<file path="config.mk">
export PLATFORM = sky130hd
export DESIGN_NAME = seq_divider_flat
export DESIGN_NICKNAME = d
export VERILOG_FILES = /design/src/rtl/seq_divider_if.sv /design/src/rtl/seq_divider.sv /design/src/flat_wrapper.sv
export SDC_FILE = /design/constraint.sdc
export NUM_CORES = 1
export LEC_CHECK = 0
export ABC_AREA = 1
export CAP_MARGIN = 20
export CORE_ASPECT_RATIO = 0.9
export CORE_MARGIN = 2
export CORE_UTILIZATION = 35
export DETAILED_ROUTE_END_ITERATION = 10
export PLACE_DENSITY_LB_ADDON = 0.08
export REMOVE_ABC_BUFFERS = 1
export SYNTH_ARGS = -nofsm -noshare
export SYNTH_HDL_FRONTEND = slang
export SYNTH_SLANG_ARGS = --single-unit
</file>
<file path="constraint.sdc">
create_clock -name Clk -period 1.86 [get_ports Clk]
set_clock_uncertainty 0.1 [all_clocks]
set_input_delay 0.465 -clock Clk [delete_from_list [all_inputs] [get_ports Clk]]
set_output_delay 0.465 -clock Clk [all_outputs]
set_load 0.02 [all_outputs]
</file>
<file path="src/rtl/seq_divider_if.sv">
// Run/Done handshake and operand/result bus of the sequential divider.
// The master drives the request and operands; the slave (the divider) returns the results.
interface seq_divider_if #(
  parameter int unsigned WIDTH = 8
);
  logic             Run;
  logic [WIDTH-1:0] Dividend;
  logic [WIDTH-1:0] Divisor;
  logic [WIDTH-1:0] Quotient;
  logic [WIDTH-1:0] Remainder;
  logic             Done;
  logic             DivByZero;

  modport master (
    output Run, Dividend, Divisor,
    input  Quotient, Remainder, Done, DivByZero
  );

  modport slave (
    input  Run, Dividend, Divisor,
    output Quotient, Remainder, Done, DivByZero
  );
endinterface

</file>
<file path="src/rtl/seq_divider.sv">
// Sequential restoring divider: one shift-subtract step per clock, Run/Done handshake.
// Define SEQ_DIVIDER_SIGNED_EN for two's-complement operands (adds a FIXUP state).
module seq_divider #(
  parameter int unsigned WIDTH = 8
) (
  input  logic         Clk,
  input  logic         Reset,
  seq_divider_if.slave bus
);
  localparam int unsigned    CW   = $clog2(WIDTH);
  localparam logic [CW-1:0]  LAST = CW'(WIDTH - 1);

`ifdef SEQ_DIVIDER_SIGNED_EN
  typedef enum logic [1:0] {S_IDLE, S_COMPUTE, S_FIXUP, S_HALT} state_t;
`else
  typedef enum logic [1:0] {S_IDLE, S_COMPUTE, S_HALT} state_t;
`endif

  state_t r_state;
  state_t w_next;

  logic [WIDTH-1:0] r_p;
  logic [WIDTH-1:0] r_q;
  logic [WIDTH-1:0] r_d;
  logic [CW-1:0]    r_count;
  logic [WIDTH-1:0] r_quot;
  logic [WIDTH-1:0] r_rem;
  logic             r_dbz;

  logic             w_div_zero;
  logic             w_last;
  logic [WIDTH-1:0] w_a_mag;
  logic [WIDTH-1:0] w_b_mag;
  logic [WIDTH:0]   w_p_shift;
  logic [WIDTH:0]   w_diff;
  logic [WIDTH-1:0] w_p_next;
  logic [WIDTH-1:0] w_q_next;

`ifdef SEQ_DIVIDER_SIGNED_EN
  logic r_a_neg;
  logic r_b_neg;
  logic w_a_neg;
  logic w_b_neg;

  assign w_a_neg = bus.Dividend[WIDTH-1];
  assign w_b_neg = bus.Divisor[WIDTH-1];
  // Magnitude of the most-negative value wraps to itself, which is its correct unsigned magnitude.
  assign w_a_mag = w_a_neg ? -bus.Dividend : bus.Dividend;
  assign w_b_mag = w_b_neg ? -bus.Divisor  : bus.Divisor;
`else
  assign w_a_mag = bus.Dividend;
  assign w_b_mag = bus.Divisor;
`endif

  assign w_div_zero = (bus.Divisor == '0);
  assign w_last     = (r_count == LAST);

  // The restored partial remainder is always below the divisor, so only the
  // shifted value needs the extra bit; r_p itself fits in WIDTH bits.
  assign w_p_shift = {r_p, r_q[WIDTH-1]};
  assign w_diff    = w_p_shift - {1'b0, r_d};
  assign w_p_next  = w_diff[WIDTH] ? w_p_shift[WIDTH-1:0] : w_diff[WIDTH-1:0];
  assign w_q_next  = {r_q[WIDTH-2:0], ~w_diff[WIDTH]};

  always_ff @(posedge Clk) begin
    if (Reset) begin
      r_state <= S_IDLE;
    end else begin
      r_state <= w_next;
    end
  end

  always_comb begin
    w_next = r_state;
    case (r_state)
      S_IDLE: begin
        if (bus.Run) begin
          w_next = w_div_zero ? S_HALT : S_COMPUTE;
        end
      end
      S_COMPUTE: begin
        if (w_last) begin
`ifdef SEQ_DIVIDER_SIGNED_EN
          w_next = S_FIXUP;
`else
          w_next = S_HALT;
`endif
        end
      end
`ifdef SEQ_DIVIDER_SIGNED_EN
      S_FIXUP: begin
        w_next = S_HALT;
      end
`endif
      S_HALT: begin
        if (!bus.Run) begin
          w_next = S_IDLE;
        end
      end
      default: begin
        w_next = S_IDLE;
      end
    endcase
  end

  always_ff @(posedge Clk) begin
    if (Reset) begin
      r_p     <= '0;
      r_q     <= '0;
      r_d     <= '0;
      r_count <= '0;
      r_quot  <= '0;
      r_rem   <= '0;
      r_dbz   <= 1'b0;
`ifdef SEQ_DIVIDER_SIGNED_EN
      r_a_neg <= 1'b0;
      r_b_neg <= 1'b0;
`endif
    end else begin
      case (r_state)
        S_IDLE: begin
          if (bus.Run) begin
            r_p     <= '0;
            r_q     <= w_a_mag;
            r_d     <= w_b_mag;
            r_count <= '0;
`ifdef SEQ_DIVIDER_SIGNED_EN
            r_a_neg <= w_a_neg;
            r_b_neg <= w_b_neg;
`endif
            if (w_div_zero) begin
              r_dbz  <= 1'b1;
              r_quot <= '1;
              r_rem  <= bus.Dividend;
            end else begin
              r_dbz  <= 1'b0;
            end
          end
        end
        S_COMPUTE: begin
          r_p     <= w_p_next;
          r_q     <= w_q_next;
          r_count <= r_count + CW'(1);
`ifndef SEQ_DIVIDER_SIGNED_EN
          if (w_last) begin
            r_quot <= w_q_next;
            r_rem  <= w_p_next;
          end
`endif
        end
`ifdef SEQ_DIVIDER_SIGNED_EN
        // Truncation toward zero: remainder follows the dividend's sign.
        S_FIXUP: begin
          r_quot <= (r_a_neg ^ r_b_neg) ? -r_q : r_q;
          r_rem  <= r_a_neg ? -r_p : r_p;
        end
`endif
        default: begin
        end
      endcase
    end
  end

  assign bus.Quotient  = r_quot;
  assign bus.Remainder = r_rem;
  assign bus.DivByZero = r_dbz;
  assign bus.Done      = (r_state == S_HALT);

endmodule

</file>
<file path="src/flat_wrapper.sv">
// flat-port wrapper written by rule: the top's interface ports become plain ports
module seq_divider_flat 
#(
  parameter int unsigned WIDTH = 8
)
  (Clk, Reset, bus_Run, bus_Dividend, bus_Divisor, bus_Quotient, bus_Remainder, bus_Done, bus_DivByZero);
  seq_divider_if #(.WIDTH(WIDTH)) bus_i ();
  input  logic Clk;
  input  logic Reset;
  input wire logic [$bits(bus_i.Run)-1:0] bus_Run;
  input wire logic [$bits(bus_i.Dividend)-1:0] bus_Dividend;
  input wire logic [$bits(bus_i.Divisor)-1:0] bus_Divisor;
  output wire logic [$bits(bus_i.Quotient)-1:0] bus_Quotient;
  output wire logic [$bits(bus_i.Remainder)-1:0] bus_Remainder;
  output wire logic [$bits(bus_i.Done)-1:0] bus_Done;
  output wire logic [$bits(bus_i.DivByZero)-1:0] bus_DivByZero;
  assign bus_i.Run = bus_Run;
  assign bus_i.Dividend = bus_Dividend;
  assign bus_i.Divisor = bus_Divisor;
  assign bus_Quotient = bus_i.Quotient;
  assign bus_Remainder = bus_i.Remainder;
  assign bus_Done = bus_i.Done;
  assign bus_DivByZero = bus_i.DivByZero;
  seq_divider #(.WIDTH(WIDTH)) u_core (.Clk(Clk), .Reset(Reset), .bus(bus_i));
endmodule
</file>
Word level (Yosys, flattened, before mapping)
Cells that the tools add are included.
{ "totals": {"register_bits": 46, "latchBits": 0, "mem_bits_rw": 0, "romBits": 0, "in_bits": 19, "output_inout_bits": 18, "wordCells": 46, "memories": 0} }
{ "classes": {"add_sub_neg": 2, "mul": 0, "n_div": 0, "order_cmp": 0, "n_eq_ne": 7, "n_shift": 0, "n_mux": 21, "n_bitwise": 1, "n_reduce_logical": 7} }
{ "op_table": {"columns": ["op", "n"], "rows": [
  ["8-bit 2-to-1 mux", 9],
  ["8-bit case mux with 2 select lines", 4],
  ["9-bit by 8-bit subtractor with 9-bit output", 1],
  ["8-bit zero test", 1],
  ["2-bit 2-to-1 mux", 4],
  ["2-bit case mux with 3 select lines", 1],
  ["3-bit case mux with 2 select lines", 1],
  ["2-bit by 1-bit inequality test with 1-bit output (second input constant)", 2],
  ["2-bit inequality test (second input constant)", 2],
  ["2-bit AND reduction", 2],
  ["4-bit AND reduction", 1],
  ["3-bit by 1-bit adder with 3-bit output (second input constant)", 1],
  ["3-bit equality test (second input constant)", 1],
  ["3-bit 2-to-1 mux", 1],
  ["3-bit AND reduction", 1],
  ["2-bit by 1-bit equality test with 1-bit output (second input constant)", 1],
  ["2-bit equality test (second input constant)", 1],
  ["2-bit zero test", 1],
  ["2-bit nonzero test", 1],
  ["1-bit 2-to-1 mux", 1],
  ["1-bit inverter", 1]
]} }

Depth between registers and ports, before layout
{ "logic_depth": {"ltp_word": 4, "mapped_depth": 14} }

Least setup slack after synthesis
No wires, ideal clock.
{ "synth_timing": {"kind": "register -> register", "startpoint": "register u_core.r_q[7]", "endpoint": "register u_core.r_p[7]", "arrival_time_ns": 1.721, "required_ns": 1.651, "path_slack_ns": -0.070, "stages_incl_launch_ff": 15, "path_cell_list": "dfxtp_1 inv_1 ha_1 inv_1 fa_1 nand2_1 nand2_1 nand3_1 nand2_1 nand2_1 nand2_1 nand3_1 nand3_1 nand2_1 inv_1"} }
{ "synth_via": {"elab_chain_len": 3} }
{ "synth_lines": {"columns": ["item", "line", "text"], "rows": [
  ["start: declaration", "seq_divider.sv:23", "logic [WIDTH-1:0] r_q;"],
  ["start signal: assignment", "seq_divider.sv:124", "r_q <= w_a_mag;"],
  ["start signal: assignment", "seq_divider.sv:142", "r_q <= w_q_next;"],
  ["9-bit by 8-bit subtractor with 9-bit output", "seq_divider.sv:61", "assign w_diff = w_p_shift - {1'b0, r_d};"],
  ["8-bit 2-to-1 mux", "seq_divider.sv:62", "assign w_p_next = w_diff[WIDTH] ? w_p_shift[WIDTH-1:0] : w_diff[WIDTH-1:0];"],
  ["8-bit case mux with 2 select lines", "seq_divider.sv:120", "case (r_state)"],
  ["end signal: assignment", "seq_divider.sv:141", "r_p <= w_p_next;"],
  ["end: declaration", "seq_divider.sv:22", "logic [WIDTH-1:0] r_p;"]
]} }
Every way passes these cells.
A chain may end at the register's enable or synchronous reset.

Worst setup path in the final report
{ "layout_timing": {"startpoint": "register u_core.r_q[7]", "endpoint": "register u_core.r_rem[7] (netlist: u_core.bus.Remainder[7])"} }
{ "layout_via": {"elab_chain_len": 4} }
{ "layout_lines": {"columns": ["item", "line", "text"], "rows": [
  ["9-bit by 8-bit subtractor with 9-bit output", "seq_divider.sv:61", null],
  ["8-bit 2-to-1 mux", "seq_divider.sv:62", null],
  ["8-bit 2-to-1 mux", "seq_divider.sv:145", "if (w_last) begin"],
  ["8-bit case mux with 2 select lines", "seq_divider.sv:120", null],
  ["end signal: assignment", "seq_divider.sv:134", "r_rem <= bus.Dividend;"],
  ["end signal: assignment", "seq_divider.sv:147", "r_rem <= w_p_next;"],
  ["end: declaration", "seq_divider.sv:27", "logic [WIDTH-1:0] r_rem;"]
]} }
Every way passes these cells. The select of a mux whose other input is x is not followed.

==> results_dict.tcl <==
set metrics [dict create \
    p_per_area_nw_per_um2 867 \
    pwr-share-seq 0.366 \
    drc 0 \
    core_um2 6660 \
    root_buffer "clkbuf_8" \
    routedWlPerCell_um 11.9 \
    syn-cell-area_um2 2430 \
    cts_buffers 5 \
    cp_max_fo 5 \
    crit_top_cell "nand2_4" \
    ys_top_cells_by_area "dfxtp_1, nand2_1, inv_1" \
    hold_viol_final 0 \
    fin_crit_sh 1.01 \
    path_cells "inv_2 -> ha_4 -> inv_2 -> fa_2 -> nand2_2 -> nand2_4 -> nand3_4 -> nand2_4 -> nand2_4 -> nand2_4 -> nand3_1 -> nand3_1 -> nand2_1 -> inv_1" \
    hpwl_um 4550 \
    vias 2428 \
    final_cell_area_um2 3580 \
    switching_power_w 0.00107 \
    routed_via_density 4.53 \
    ios 37 \
    netlist_instances 366 \
    clockBufferDepth 2 \
    postCtsSetupBuffers 0 \
    antenna_found_initial 0 \
    grt_max_degree 30 \
    slowest_delay_ns 0.34 \
    ant_nets 0 \
    status "complete, but fails checks" \
    path_class "flip-flop to flip-flop" \
    gp_congestion 0.772 \
    die_y_um 83.0 \
    final_layout_size_suffix_gt1_frac 0.217 \
    failed_checks "negative setup slack" \
    rsz0062_at_grt "true" \
    overflow 0 \
    pwr-share-clk 0.252 \
    grt.total_usage 0.178 \
    slowest_stage "fa_2" \
    avgSynthCellArea_um2 6.64 \
    slew-limit-headroom 0.767 \
    worst_pin_slew_ns 0.349 \
    drv_cap 0 \
    p_int_w 0.00203 \
    synth_top_cell_by_area "dfxtp_1" \
    cp.arrival_ns 1.99 \
    min_period_ns 1.88 \
    p_leak_nw 1.85 \
    switching_share 0.346 \
    cp-end-kind "flip-flop" \
    synth_top_area_frac 0.379 \
    pwr-share-comb 0.383 \
    wl_um 6380 \
    yosysWarningCount 0 \
    clk_pin_slew_ns 0.08 \
    cts_tree "done" \
    yosysSeqAreaShare 0.379 \
    final_max_slew_viol_count 0 \
    setup_slack_ns -0.0184 \
    min_path_type "flip-flop to flip-flop" \
    max_clock_freq_ghz 0.532 \
    startpoint_type "flip-flop" \
    grt_pass1_wl_um 10900 \
    peakVddDrop_uv 453 \
    utilization 0.537 \
    cts_max_level 2 \
    power.total_w 0.00310 \
    clock_latency_ns 0.31 \
    row_count 28 \
    area_delta_synth_final_pct 47.3 \
    portBuffers 36 \
    r2r_slack_ns -0.02 \
    drt_iter0_markers 122 \
    first_global_vias 2345 \
    placedInstanceArea_um2 3250 \
    drt_first_pass_iters 4 \
    setup_viol_count_final 3 \
    dieArea_um2 7620 \
    fin_nets 476 \
    cp.required_ns 1.97 \
    ys_seq_elements 46 \
    crit_family "simple AND/OR/NAND/NOR gates" \
    diodes 0 \
    path_buf_inv 3 \
    cts.sinks 46 \
    initial_core_util 0.365 \
    fp.dieW_um 91.8 \
    dp_slack_ns -0.301 \
    ys_types 26 \
]
[registers in the layout, indices dropped and copies added, names as in the netlist]
register / flops
u_core.bus.Remainder: 8
u_core.r_count: 3
u_core.r_d: 8
u_core.bus.DivByZero: 1
u_core.r_q: 8
u_core.r_p: 8
u_core.r_state: 2
u_core.bus.Quotient: 8
[cell type report]
| type | count | area (um2) |
|---|---|---|
| Fill cell | 700 | 3080 |
| Multi-Input combinational cell | 250 | 1420 |
| Sequential cell | 46 | 923 |
| Timing Repair Buffer | 84 | 785 |
| Inverter | 59 | 224 |
| Tap cell | 90 | 113 |
| Clock buffer | 6 | 82.6 |
| Clock inverter | 1 | 30.0 |
[final timing paths]
| path | cells after the start | start | to |
|---|---|---|---|
| min | 2 | u_core.r_count[2]$_SDFFE_PP0P_ | u_core.r_count[2]$_SDFFE_PP0P_ |
| max | 14 | u_core.r_q[7]$_SDFFE_PP0P_ | u_core.bus.Remainder[7]$_SDFFE_PP0P_ |
| max reg2reg | 14 | u_core.r_q[7]$_SDFFE_PP0P_ | u_core.bus.Remainder[7]$_SDFFE_PP0P_ |
| min reg2reg | 2 | u_core.r_count[2]$_SDFFE_PP0P_ | u_core.r_count[2]$_SDFFE_PP0P_ |
[logic make-up (layout without fill, tap and decap cells)]
group,count (synthesis),count (layout),share of synthesized area
buffers and inverters,72,150,0.118
flip-flops,46,46,0.379
XOR/XNOR,3,3,0.0108
AND/OR/NAND/NOR,176,178,0.307
AO/OA/AOI/OAI,58,58,0.126
adder cells (fa/ha/maj),11,11,0.0598
[power groups by stage]
stage          Combinational [W]  Sequential (W)  Clock, W
6_report                 0.00119         0.00113  0.000782
5_1_grt                  0.00131         0.00115  0.000838
4_1_cts                  0.00115         0.00113  0.000800
3_5_place_dp             0.00100         0.00115         0
3_3_place_gp            0.000998         0.00115         0
2_1_floorplan           0.000512         0.00118         0
[per-layer routing]
layer,vias to the layer above,global-route usage,part of all wire
li1,1318,-,-
met1,1071,0.242,0.51
met2,32,0.287,0.45
met3,7,0.0327,0.034
met4,0,0.0502,0.011
met5,-,0,0
[metrics by stage]
step | setup TNS (ns) | instances | hold WS (ns)
final | -0.0396 | 536 | 0.363
after global routing | -1.70 | 536 | 0.374
after CTS | -0.0126 | 536 | 0.366
after detailed placement | -7.50 | 527 | 0.352
after global placement | -6.55 | 527 | 0.347
after floorplan | -2.25 | 353 | 0.331
[Yosys cell counts]
library cell  number
a21oi_1           25
a221oi_1           1
a31oi_1            6
buf_1              3
buf_2              2
buf_4              1
buf_6              1
clkbuf_1           6
dfxtp_1           46
fa_1               1
ha_1              10
inv_1             56
inv_2              2
inv_4              1
nand2_1           87
nand2_4            1
nand3_1           40
nand4_1            1
nor2_1            45
nor2_4             1
nor2_8             1
o21ai_0           17
o21ai_1            8
o21ai_2            1
xnor2_1            1
xor2_1             2
[placed cells by master, fill, tap and decap left out, types with 14 or more instances in the layout]
| cell | Yosys | layout |
|---|---|---|
| nand3_2 | 0 | 14 |
| a21oi_1 | 25 | 24 |
| nand3_1 | 40 | 25 |
| inv_1 | 56 | 54 |
| nand2_1 | 87 | 79 |
| clkdlybuf4s50_1 | 0 | 28 |
| o21ai_0 | 17 | 16 |
| dfxtp_1 | 46 | 44 |
| buf_4 | 1 | 44 |
| nor2_1 | 45 | 43 |
[tightest hold or removal path, stage by stage (launching register included)]
cell     delay, ns
dfxtp_1       0.32
nand2_1       0.06
a21oi_1       0.05
[timing repair]
item,in CTS,in global routing
pin swaps,6,2
resized for setup,35,19
hold buffers,0,0
endpoints found under the setup margin,20,33
cloned,2,0
Note: power is estimated with default switching activity, not from simulation.
